$ cat src/rtl/alu_arb_pkg.sv
// Shared constants and the round-robin pick helper for the ALU issue arbiter.
package alu_arb_pkg;

  localparam int BUNDLE_W = 143;
  localparam int RES_W    = 74;
  localparam int MAX_REQ  = 4;

  // Operand bundle field offsets, MSB first
  localparam int FN_LSB   = 139;
  localparam int OP1_LSB  = 107;
  localparam int OP2_LSB  = 75;
  localparam int OP3_LSB  = 43;
  localparam int IMM_LSB  = 11;
  localparam int INST_LSB = 8;
  localparam int F3_LSB   = 5;
  localparam int MEM_LSB  = 3;
  localparam int MISA_BIT = 2;
  localparam int LPC_LSB  = 0;

  // One-hot grant of the first eligible index at or above ptr, wrapping at n.
  function automatic logic [MAX_REQ-1:0] rr_pick(input logic [1:0] ptr,
                                                 input logic [MAX_REQ-1:0] elig,
                                                 input int n);
    logic [MAX_REQ-1:0] grant;
    logic               found;
    int                 idx;
    grant = 4'b0000;
    found = 1'b0;
    for (int k = 0; k < MAX_REQ; k++) begin
      idx = (int'(ptr) + k) % n;
      if ((k < n) && !found && elig[idx[1:0]]) begin
        grant[idx[1:0]] = 1'b1;
        found           = 1'b1;
      end else begin
        found = found;
      end
    end
    return grant;
  endfunction

endpackage

$ cat src/rtl/alu_issue_arbiter_rr_arbiter.sv
// Combinational round-robin arbiter: one-hot grant plus its binary index.
module rr_arbiter
  import alu_arb_pkg::*;
#(
  parameter int N     = 2,
  parameter int IDX_W = (N > 1) ? $clog2(N) : 1
) (
  input  logic [N-1:0]     elig,
  input  logic [IDX_W-1:0] ptr,
  output logic [N-1:0]     grant,
  output logic [IDX_W-1:0] grant_idx
);

  logic [MAX_REQ-1:0] elig_w_s;
  logic [MAX_REQ-1:0] grant_w_s;
  logic [1:0]         ptr_w_s;

  // Widen to the helper's fixed width, pick, then encode the winner.
  always_comb begin
    elig_w_s           = 4'b0000;
    elig_w_s[N-1:0]    = elig;
    ptr_w_s            = 2'b00;
    ptr_w_s[IDX_W-1:0] = ptr;
    grant_w_s          = rr_pick(ptr_w_s, elig_w_s, N);
    grant              = grant_w_s[N-1:0];
    grant_idx          = {IDX_W{1'b0}};
    for (int i = 0; i < MAX_REQ; i++) begin
      grant_idx = grant_w_s[i] ? IDX_W'(i) : grant_idx;
    end
  end

endmodule

$ cat src/rtl/alu_issue_arbiter.sv
// Shares one 1-cycle-latency ALU between NREQ requesters; round-robin issue,
// single in-flight tracking and per-requester response buffers.
module alu_issue_arbiter #(
  parameter int NREQ     = 2,
  parameter int BUNDLE_W = alu_arb_pkg::BUNDLE_W,
  parameter int RES_W    = alu_arb_pkg::RES_W,
  parameter int CNT_W    = 16
) (
  input  logic                     CLK,
  input  logic                     RST_N,
  input  logic [NREQ-1:0]          req_valid,
  input  logic [NREQ*BUNDLE_W-1:0] req_bundle,
  output logic [NREQ-1:0]          req_ready,
  output logic [NREQ-1:0]          resp_valid,
  output logic [NREQ*RES_W-1:0]    resp_data,
  input  logic [NREQ-1:0]          resp_ready,
  input  logic                     flush,
  output logic                     alu_en,
  output logic [BUNDLE_W-1:0]      alu_bundle,
  input  logic [RES_W-1:0]         alu_result,
  input  logic                     alu_rdy,
  output logic                     err_lost,
  output logic [CNT_W-1:0]         issue_cnt
);
  import alu_arb_pkg::*;

  localparam int IDX_W = (NREQ > 1) ? $clog2(NREQ) : 1;

  logic [NREQ-1:0]  pend_r, rbuf_full_r;
  logic [NREQ-1:0]  pend_nxt_s, rbuf_full_nxt_s;
  logic [NREQ-1:0]  elig_s, grant_s;
  logic [IDX_W-1:0] grant_idx_s, rr_ptr_r, rr_ptr_nxt_s, infl_tag_r;
  logic             infl_valid_r, err_lost_r, issue_s, retire_wr_s;
  logic [RES_W-1:0] rbuf_data_r [NREQ];
  logic [CNT_W-1:0] issue_cnt_r;

  // Eligibility from registered state only; nothing is granted in reset or flush.
  always_comb begin
    if (!RST_N || flush) begin
      elig_s = {NREQ{1'b0}};
    end else begin
      elig_s = req_valid & ~pend_r & ~rbuf_full_r;
    end
  end

  rr_arbiter #(.N(NREQ), .IDX_W(IDX_W)) u_rr (
    .elig      (elig_s),
    .ptr       (rr_ptr_r),
    .grant     (grant_s),
    .grant_idx (grant_idx_s)
  );

  assign req_ready = grant_s;
  assign issue_s   = |grant_s;
  assign alu_en    = issue_s;

  // Steer the granted bundle to the ALU, zero when idle.
  always_comb begin
    if (issue_s) begin
      alu_bundle = req_bundle[grant_idx_s*BUNDLE_W +: BUNDLE_W];
    end else begin
      alu_bundle = {BUNDLE_W{1'b0}};
    end
  end

  // A flush in the retire cycle discards the result, so it is never written.
  assign retire_wr_s = infl_valid_r && alu_rdy && !flush;

  // Next pend/buffer-full vectors and pointer after this cycle's events.
  always_comb begin
    pend_nxt_s      = pend_r;
    rbuf_full_nxt_s = rbuf_full_r & ~resp_ready;
    rr_ptr_nxt_s    = rr_ptr_r;
    if (infl_valid_r) begin
      pend_nxt_s[infl_tag_r] = 1'b0;
    end else begin
      pend_nxt_s = pend_nxt_s;
    end
    if (retire_wr_s) begin
      rbuf_full_nxt_s[infl_tag_r] = 1'b1;
    end else begin
      rbuf_full_nxt_s = rbuf_full_nxt_s;
    end
    if (flush) begin
      rbuf_full_nxt_s = {NREQ{1'b0}};
    end else begin
      rbuf_full_nxt_s = rbuf_full_nxt_s;
    end
    if (issue_s) begin
      pend_nxt_s   = pend_nxt_s | grant_s;
      rr_ptr_nxt_s = (grant_idx_s == IDX_W'(NREQ - 1)) ? {IDX_W{1'b0}} : grant_idx_s + IDX_W'(1);
    end else begin
      rr_ptr_nxt_s = rr_ptr_r;
    end
  end

  // Control state: pointer, pend, buffer flags, in-flight tag, error and counter.
  always_ff @(posedge CLK or negedge RST_N) begin
    if (!RST_N) begin
      rr_ptr_r     <= {IDX_W{1'b0}};
      pend_r       <= {NREQ{1'b0}};
      rbuf_full_r  <= {NREQ{1'b0}};
      infl_valid_r <= 1'b0;
      infl_tag_r   <= {IDX_W{1'b0}};
      err_lost_r   <= 1'b0;
      issue_cnt_r  <= {CNT_W{1'b0}};
    end else begin
      rr_ptr_r     <= rr_ptr_nxt_s;
      pend_r       <= pend_nxt_s;
      rbuf_full_r  <= rbuf_full_nxt_s;
      infl_valid_r <= issue_s;
      infl_tag_r   <= issue_s ? grant_idx_s : infl_tag_r;
      err_lost_r   <= err_lost_r | (infl_valid_r && !alu_rdy);
      issue_cnt_r  <= issue_s ? issue_cnt_r + CNT_W'(1) : issue_cnt_r;
    end
  end

  // Response buffer payloads, captured when their requester's result retires.
  always_ff @(posedge CLK or negedge RST_N) begin
    if (!RST_N) begin
      for (int i = 0; i < NREQ; i++) begin
        rbuf_data_r[i] <= {RES_W{1'b0}};
      end
    end else begin
      for (int i = 0; i < NREQ; i++) begin
        if (retire_wr_s && (infl_tag_r == IDX_W'(i))) begin
          rbuf_data_r[i] <= alu_result;
        end else begin
          rbuf_data_r[i] <= rbuf_data_r[i];
        end
      end
    end
  end

  for (genvar g = 0; g < NREQ; g++) begin : g_resp
    assign resp_data[g*RES_W +: RES_W] = rbuf_data_r[g];
  end

  assign resp_valid = rbuf_full_r;
  assign err_lost   = err_lost_r;
  assign issue_cnt  = issue_cnt_r;

endmodule
$ cat config.mk
export PLATFORM = sky130hd
export DESIGN_NAME = alu_issue_arbiter
export DESIGN_NICKNAME = d
export VERILOG_FILES = /design/src/rtl/alu_arb_pkg.sv /design/src/rtl/alu_issue_arbiter_rr_arbiter.sv /design/src/rtl/alu_issue_arbiter.sv
export SDC_FILE = /design/constraint.sdc
export NUM_CORES = 1
export LEC_CHECK = 0
export BUFFER_PORTS_ARGS = -buffer_cell sky130_fd_sc_hd__buf_4
export CAP_MARGIN = 5
export CORE_AREA = 2 2 261 263
export CTS_CLUSTER_SIZE = 24
export DETAILED_ROUTE_END_ITERATION = 16
export DIE_AREA = 0 0 263 265
export GPL_TIMING_DRIVEN = 0
export PLACE_DENSITY = 0.32
export SLEW_MARGIN = 20
export SYNTH_ARGS = -nofsm -noshare
export SYNTH_HDL_FRONTEND = slang
export SYNTH_SLANG_ARGS = --single-unit
export TNS_END_PERCENT = 100
$ cat constraint.sdc
create_clock -name CLK -period 2.5 [get_ports CLK]
set_input_delay 0.125 -clock CLK [delete_from_list [all_inputs] [get_ports CLK]]
set_output_delay 0.125 -clock CLK [all_outputs]
set_load 0.1 [all_outputs]
==> impl_results.rst, run 1 <==
.. list-table::
   :header-rows: 1

   * - Metric
     - Value
   * - Outcome
     - finished, violations left
   * - Violated checks
     - negative setup slack
   * - Share of post-route cells with drive strength above 1
     - 0.7723
   * - CTS max path bufs
     - 2
   * - Fmax
     - 0.3971 GHz
   * - Largest net degree at the start of global routing
     - 68
   * - Worst slack after detailed placement
     - -0.7158 ns
   * - HPWL after DPL
     - 53250 um
   * - Most Crowded Layer GR
     - met2
   * - Worst Path Max Fanout
     - 10
   * - Clock slew seen by the registers of the worst setup and hold paths
     - 0.07 ns
   * - Initial cell density of the core
     - 0.1208
   * - Number of antenna violations at the first check in global routing
     - between 50 and 60
   * - Peak per-stage delay on the critical path
     - 0.46 ns
   * - Count of max-cap constraint violations
     - 0
   * - CORE AREA
     - 0.06680 mm2
   * - Worst Setup Slack, final
     - -0.01834 ns
   * - TritonCTS clock tree
     - yes
   * - Area taken by flip-flops and latches
     - 0.004307 mm2
   * - Total number of vias
     - ~8.7k
   * - Number of DRC markers in iteration 0
     - between 300 and 400
   * - Worst-skew pair later-pin latency
     - 0.47 ns
   * - CP cell instances
     - or3b_4 -> nor3_4 -> nor2_2 -> buf_8 -> buf_8 -> a22o_2 -> buf_6
   * - Vias in the first global route
     - 9447
   * - Post-Route Skew
     - 0.008027 ns
   * - Post-synth design cell area
     - a little over 0.008 mm2
   * - Post-Syn Instances
     - between 500 and 600
   * - Number of synthesized flops with an enable pin
     - 0
   * - Path depth of the worst reg2reg path
     - 5
   * - Max Transition Viols Final
     - 0
   * - Ys flop type
     - dfrtp_1
   * - M3 GR Usage
     - 0.05379
   * - Arrival time at the worst endpoint
     - 2.39 ns
   * - Overall overflow remaining after global route
     - 0
   * - Wire length per cell
     - 26.93 um
   * - Area growth syn-to-layout
     - 120.9%
   * - Placed cell count
     - 2139
   * - Synthesized area per cell
     - 13.81 um2
   * - Synth Warn #
     - 0
   * - Worst Hold Depth
     - 4
   * - Slew at the pin closest to its max-slew limit
     - 0.7754 ns
   * - Largest vdd supply drop
     - roughly 850 uV
   * - Multi-input logic area
     - 0.003801 mm2
   * - Fill cell count
     - 7137
   * - Number of detailed-route iterations in the first pass
     - 4
   * - Type of the worst setup path
     - flip-flop to primary output
   * - Final non-filler cell area
     - 0.01782 mm2
   * - WP data required
     - ~2.4 ns
   * - Met1 Usage GRT
     - 0.1705
   * - Setup-violating endpoint count in the final report
     - 23
   * - Slew Limit Headroom
     - 0.4831
   * - Grt met2 use
     - 0.3265
   * - Total Power Consumption
     - between 20 and 25 mW
   * - Num CTS Buffers
     - 17
   * - Die height
     - approximately 270 um
   * - Total routing resource utilization after global routing
     - 0.1726
   * - I/O pins
     - around 680
   * - Count of port buffers added during placement
     - 680
   * - GP Congestion
     - 0.8891
   * - TritonCTS Sinks
     - 172
   * - Vias per cell
     - 3.792
   * - Proportion of register bits with asynchronous set or reset after synthesis
     - 1.000
   * - Number of nets still failing antenna checks after routing
     - 0
   * - Most numerous cell on the critical path
     - buf_8
   * - H-tree lvl count
     - 4
   * - Synthesized netlist net count
     - 953
   * - Hold path start
     - flush
   * - Unrepaired setup endpoints after global routing
     - true
   * - Endpoint, Worst Hold
     - resp_valid[1]$_DFF_PN0_
   * - Horiz. Die Dim
     - 263 um
   * - Min cycle time layout
     - 2.518 ns
   * - Endpoint type of the worst setup path
     - primary output
   * - Number of remaining DRC errors
     - 0
   * - Endpoints failing hold
     - 0
   * - Highest-delay cell along the critical path
     - dfrtp_2
   * - Number of placement rows
     - 95
   * - Part of the cycle the worst path needs
     - 1.007
   * - Number of non-filler instances in the completed layout
     - 2291
   * - Final layout net count
     - 1744
   * - Register-to-Register Setup Slack
     - about 0.43 ns
   * - Synthesis-stage register bit count
     - 172
   * - Count of distinct cell types in the synthesized netlist
     - 31
   * - P per Cell Area
     - 1255 mW/mm2
   * - Start of the worst register-to-register path
     - resp_valid[0]$_DFF_PN0_
   * - Crit path launch type
     - flip-flop
   * - Endpoint of the worst-slack reg-to-reg timing path
     - issue_cnt[15]$_DFFE_PN0P_
   * - Cell at the root of the clock tree
     - clkbuf_16
   * - Die Footprint
     - 0.06970 mm2
   * - Routed Wire Length
     - 61700 um
   * - Leakage power figure
     - about 8.6 nW
   * - Final TNS setup
     - -0.1355 ns
   * - Standard cell area after detailed placement
     - 0.01452 mm2
   * - Sequential share of the synthesized area
     - 0.5335
   * - Worst hold path type
     - primary input to flip-flop
   * - Wire length of the first global-routing pass
     - ~82000 um
==> synth_stat cells, drive strengths merged (4+ instances only) <==
library cell    n  area [um2]
a21o            6       45.04
dfrtp         172        4304
nand4           6       37.54
nor2            6       22.52
clkbuf          4       15.01
xnor2           8       70.07
nand2           9       33.78
nor3            4       25.02
a22o          143        1252
buf            44       337.8
mux2          149        1678
xor2            7       61.31
==> per-stage QoR <==
step | hold slack, ns | util
6_report | 0.03071 | 0.2668
2_1_floorplan | -0.1706 | -
5_1_grt | 0.05164 | 0.2665
3_5_place_dp | 0.004550 | 0.2173
4_1_cts | 0.01882 | 0.2614
3_3_place_gp | 0.3679 | 0.2164
==> timing repair <==
action / 4_1_cts / 5_1_grt
endpoints found under the setup margin: 145 / 144
pin swaps: 1 / 1
buffers inserted: 5 / 1
resized for setup: 332 / 63
endpoints found under the hold margin: 323 / 0
gates cloned: 1 / 0
hold buffers: 83 / 0
==> worst max-delay path: cells and delay by family, from the launching register on <==
kind                   cells  cell delay (ns)
DFF                        1             0.46
buffers and inverters      3             0.51
and+or+nand+nor            3             0.65
AOI/OAI and AO/OA          1             0.28
==> registers in the layout (all words and copies together) (netlist names) <==
signal	flops
issue_cnt	16
err_lost	1
rr_ptr_r	1
infl_valid_r	1
pend_r	2
resp_valid	2
resp_data	148
infl_tag_r	1
==> kinds of logic after synthesis <==
logic type	count (synthesis)	share of synthesized area
and+or+nand+nor	42	0.03040
adders and majority gates	1	0.001551
muxes	149	0.2080
DFF	172	0.5335
AOI/OAI and AO/OA	154	0.1652
buffers and inverters	51	0.04513
xor gates and xnor gates	15	0.01628
==> metal layers <==
layer  up-vias  share of wire
met5         -        0.00021
met4         2          0.045
met3       108          0.070
met2       442           0.54
met1      4281           0.34
li1       3855              -
==> power by group <==
part           internal [mW]  total (mW)  leakage (nW)  switching, mW
Clock                   1.54        2.88         0.299           1.34
Combinational           3.65        15.0          6.07           11.3
Sequential              3.87        4.50          2.21          0.635
Total                   9.06        22.4          8.58           13.3
==> worst max path at each step <==
stage,start,endpoint,depth (start not counted)
2_1_floorplan,resp_valid[0]$_DFF_PN0_,alu_bundle[134],5
3_3_place_gp,RST_N,alu_bundle[43],7
3_5_place_dp,RST_N,alu_bundle[43],8
4_1_cts,resp_valid[0]$_DFF_PN0_,alu_bundle[23],7
5_1_grt,resp_valid[0]$_DFF_PN0_,alu_bundle[22],7
6_report,resp_valid[0]$_DFF_PN0_,alu_bundle[22],7
==> cell usage in the layout (no fill, tap or decap), types with 3 or more instances in the layout <==
master           n
buf_4          542
dfrtp_1        170
mux2_2         149
a22o_2         118
dlygate4sd3_1   79
buf_8           75
buf_12          69
diode_2         30
buf_6           28
a22o_4          25
clkbuf_16       17
buf_2           15
nand2_1          9
xnor2_1          8
xor2_1           7
a21o_1           6
nand4_1          6
clkbuf_4         5
nor2_1           5
inv_8            4
inv_6            4
nor3_1           3
inv_1            3
nand3_1          3
and4_1           3
buf_16           3
==> final cells by class <==
type / count / area share
plain buffers: 48 / 0.02302
well taps: 873 / 0.06128
multi-input cells: 361 / 0.2133
repair buffers: 772 / 0.4215
clock inverters: 14 / 0.009898
clock buffers: 18 / 0.02464
inverters: 3 / 0.0006318
flip-flops and latches: 172 / 0.2416
diodes: 30 / 0.004212
No activity file was read; power rests on OpenSTA's default activity.
==> inputs of run 2 (changes only) <==
Settings changed: ABC_AREA set to 1, CORE_AREA 2 2 261 263 to 2 2 264 266, DIE_AREA 0 0 263 265 to 0 0 266 268, HOLD_SLACK_MARGIN set to 0.02.
==> run 2 against run 1 <==
Net effect:
- the flow now finishes without violations
- sequential share of layout area grew 1.2 points
- power fell by 1.3%
- fmax increased by 5.5%
- critical endpoint is now alu_bundle[123]
- clock power rose by 4%
- global-route usage shrank 1.2 points
- largest cell class unchanged
- critical path depth grew 2
- setup slack improved by 0.13 ns
- worst hold slack improved by 0.038 ns
- highest routed layer unchanged
==> impl_results.rst, run 2 <==
.. list-table::
   :header-rows: 1

   * - Metric
     - Value
   * - Share of post-route cells with drive strength above 1
     - 0.4096 (-0.3627)
   * - Leakage power figure
     - 9.119 nW (+6.3%)
   * - Endpoints failing hold
     - 0 (unchanged)
   * - Post-Route Skew
     - 0.009891 ns (+0.001863 ns)
   * - Slew at the pin closest to its max-slew limit
     - 0.7786 ns (+0.003208 ns)
   * - Bufs and invs on worst path
     - 4 (+1)
   * - Register-to-Register Setup Slack
     - 0.24 ns (-0.19 ns)
   * - P per Cell Area
     - 1299 mW/mm2 (+3.6%)
   * - Most common library cells after synthesis
     - nand2_1 (629), dfrtp_1 (172), o21ai_0 (156)
   * - Largest net degree at the start of global routing
     - 77 (+13%)
   * - Synth Warn #
     - 0 (unchanged)
   * - Launching instance or port of the critical path
     - resp_valid[0]$_DFF_PN0_
   * - Horiz. Die Dim
     - 266 um (+1.1%)
   * - Area fraction of the dominant cell type after synthesis
     - 0.5090 (-0.02447)
   * - Synthesized netlist net count
     - 1540 (+62%)
   * - Worst Path Max Fanout
     - 10 (unchanged)
   * - Number of antenna violations at the first check in global routing
     - 11 (-80%)
   * - Fill cell count
     - 7646 (+7.1%)
   * - Number of synthesized flops with an enable pin
     - 0 (unchanged)
   * - Part of the cycle the worst path needs
     - 0.9545 (-0.05287)
   * - Endpoint type of the worst setup path
     - primary output
   * - Endpoint of the worst-slack reg-to-reg timing path
     - resp_valid[0]$_DFF_PN0_
   * - Number of non-filler instances in the completed layout
     - 2858 (+25%)
   * - GP Congestion
     - 0.8378 (-5.8%)
   * - Crit path launch type
     - flip-flop
   * - Main area contributors after synthesis
     - dfrtp_1 (51%), nand2_1 (28%), o21ai_0 (9.2%)
   * - Max FFs per register
     - 148 (unchanged)
   * - Min cycle time layout
     - 2.386 ns (-0.1322 ns)
   * - Slew Limit Headroom
     - 0.4809 (-0.002138)
   * - Ys flop type
     - dfrtp_1
   * - CORE AREA
     - 0.06823 mm2 (+2.1%)
   * - Dominant delay contributor by cell family on the critical path
     - simple AND/OR/NAND/NOR gates
   * - Cell at the root of the clock tree
     - clkbuf_16
   * - Cell type with the highest aggregate area in the netlist
     - dfrtp_1
   * - Vias in the first global route
     - 10.69k (+13%)
   * - Wire length of the first global-routing pass
     - 81100 um (-0.82%)
   * - Path depth of the worst reg2reg path
     - 6 (+1)
   * - Number of detailed-route iterations in the first pass
     - 5 (+1)
   * - Critical path capture point
     - alu_bundle[123]
   * - Arrival time at the worst endpoint
     - 2.26 ns (-0.13 ns)
   * - Die Footprint
     - 0.07129 mm2 (+2.3%)
   * - Most common library cell in the layout ignoring fill and taps
     - buf_4
   * - Outcome
     - finished clean
   * - Num CTS Buffers
     - 17 (unchanged)
   * - Peak per-stage delay on the critical path
     - 0.43 ns (-0.03 ns)
   * - Vias per cell
     - 3.786 (-0.17%)
   * - Number of DRC markers in iteration 0
     - 686 (+90%)
   * - Final layout net count
     - 2331 (+34%)
   * - Count of max-cap constraint violations
     - 0 (unchanged)
   * - Total number of vias
     - 10.82k (+25%)
   * - Total routing resource utilization after global routing
     - 0.1607 (-0.01186)
   * - Number of nets still failing antenna checks after routing
     - 0 (unchanged)
   * - Setup-violating endpoint count in the final report
     - 0 (-100%)
   * - Type of the worst setup path
     - flip-flop to primary output
   * - Placed cell count
     - 2735 (+28%)
   * - Count of distinct cell types in the synthesized netlist
     - 21 (-32%)
   * - Initial cell density of the core
     - 0.1239 (+0.003165)
   * - Synthesized area per cell
     - 7.221 um2 (-48%)
   * - Overall overflow remaining after global route
     - 0 (unchanged)
   * - HPWL after DPL
     - 50660 um (-4.9%)
   * - Worst-skew pair later-pin latency
     - 0.45 ns (-0.02 ns)
   * - Area growth syn-to-layout
     - 100.9%
   * - Post-synth design cell area
     - 0.008456 mm2 (+4.8%)
   * - Highest-delay cell along the critical path
     - dfrtp_1
   * - Post-Syn Instances
     - 1171 (+100%)
   * - TritonCTS clock tree
     - yes
   * - Number of stages on the worst setup path
     - 9 (+2)
   * - Unrepaired setup endpoints after global routing
     - false
   * - Number of remaining DRC errors
     - 0 (unchanged)
   * - Synthesis-stage register bit count
     - 172 (unchanged)
   * - Worst hold path type
     - primary input to flip-flop
   * - I/O pins
     - 681 (unchanged)
   * - Largest vdd supply drop
     - 628.9 uV (-26%)
   * - Wire length per cell
     - 21.18 um (-21%)
   * - Fmax
     - 0.4191 GHz (+5.5%)
   * - Sequential share of the synthesized area
     - 0.5090 (-0.02447)
   * - Count of port buffers added during placement
     - 680 (unchanged)
   * - Clock slew seen by the registers of the worst setup and hold paths
     - 0.08 ns (about the same)
   * - Proportion of register bits with asynchronous set or reset after synthesis
     - 1.000 (unchanged)
   * - TritonCTS Sinks
     - 172 (unchanged)
   * - CP cell instances
     - nor2_4 -> nand4_1 -> nand2_4 -> clkinv_8 -> buf_8 -> buf_8 -> nand2_2 -> nand2_2 -> buf_12
   * - Number of placement rows
     - 96 (+1.1%)
   * - Highest-count cells in the layout ignoring fill and taps
     - buf_4 (615), nand2_1 (597), dfrtp_1 (171)
   * - Final Core Density
     - 0.2490 (-0.01787)
   * - CTS max path bufs
     - 2 (unchanged)
   * - Max Transition Viols Final
     - 0 (unchanged)
   * - Start of the worst register-to-register path
     - infl_valid_r$_DFF_PN0_
   * - WP data required
     - 2.38 ns (about the same)
   * - Die height
     - 268 um (+1.1%)
   * - H-tree lvl count
     - 4 (unchanged)
   * - Most common cell in the synthesized netlist
     - nand2_1
   * - Routed Wire Length
     - 60520 um (-1.9%)
[run 2: how the worst min path moves through the flow]
| stage | start | to | depth (start not counted) |
|---|---|---|---|
| finish | alu_result[73] | resp_data[73]$_DFFE_PN0P_ | 3 |
| global route | alu_result[73] | resp_data[147]$_DFFE_PN0P_ | 3 |
| CTS | alu_result[73] | resp_data[147]$_DFFE_PN0P_ | 3 |
| detailed placement | RST_N | resp_data[68]$_DFFE_PN0P_ | 1 |
| global placement | resp_ready[0] | resp_valid[0]$_DFF_PN0_ | 2 |
| floorplan | RST_N | err_lost$_DFF_PN0_ | 0 |
[run 2: report_power, final]
part	total, mW	switching (mW)	internal, mW
logic	14.5	11.6	2.82
registers	4.62	0.730	3.89
clock network	2.99	1.29	1.70
total	22.1	13.7	8.41
[run 2: cells by family (layout without fill, tap and decap cells)]
| kind of cell | Yosys count | count (layout) | share of synthesized area |
|---|---|---|---|
| adder cells (fa/ha/maj) | 1 | 1 | 0.001479 |
| buffers and inverters | 162 | 966 | 0.08375 |
| XOR/XNOR | 8 | 8 | 0.008287 |
| AND/OR/NAND/NOR | 670 | 670 | 0.3033 |
| other | 0 | 1 | 0 |
| AO/OA/AOI/OAI | 158 | 158 | 0.09411 |
| flip-flops | 172 | 172 | 0.5090 |
[run 2: layout make-up]
| type | count | area [um2] | share of cell area |
|---|---|---|---|
| timing repair buffer | 770 | 6578 | 0.3873 |
| antenna | 1 | 2.502 | 0.0001473 |
| timing repair inverter | 2 | 11.26 | 0.0006630 |
| sequential | 172 | 4305 | 0.2535 |
| clock buffer | 17 | 425.4 | 0.02505 |
| inverter | 97 | 390.4 | 0.02298 |
| tap | 882 | 1104 | 0.06497 |
| multi-input combinational | 837 | 3542 | 0.2085 |
| buffer | 65 | 416.7 | 0.02453 |
| clock inverter | 15 | 210.2 | 0.01238 |
[run 2: metal layers]
| layer | track usage | part of all wire | wire [um] |
|---|---|---|---|
| met1 | 0.2245 | 0.46 | 27840 |
| met2 | 0.2467 | 0.45 | 27120 |
| met3 | 0.04884 | 0.079 | 4759 |
| met4 | 0.02612 | 0.011 | 668 |
| met5 | 0 | 0.0022 | 133 |
[run 2: per-stage QoR]
stage                     setup TNS [ns]  total power [mW]  setup WS (ns)  hold WS, ns  area (um2)
after global placement           -234.41             18.83         -2.195       0.3077       14690
after CTS                              0             22.20      0.0007288      0.04209       16690
after detailed placement          -24.62             18.88        -0.8868      0.06747       14750
final                                  0             22.07         0.1138      0.06826       16990
after floorplan                        0             15.09        0.01394      -0.1706        8479
after global routing                   0             22.89       0.002461      0.08425       16980
[run 2: what timing repair did]
item,4_1_cts,5_1_grt
pin swaps,0,5
hold buffers,84,0
setup buffers,1,3
setup endpoints to repair,144,92
endpoints found under the hold margin,244,0
gates resized for setup,112,71
cloned,1,1
[run 2: tightest hold or removal path: stages]
cell and delay [ns]:
buf_4 0.07, inv_1 0.09, o21ai_0 0.18
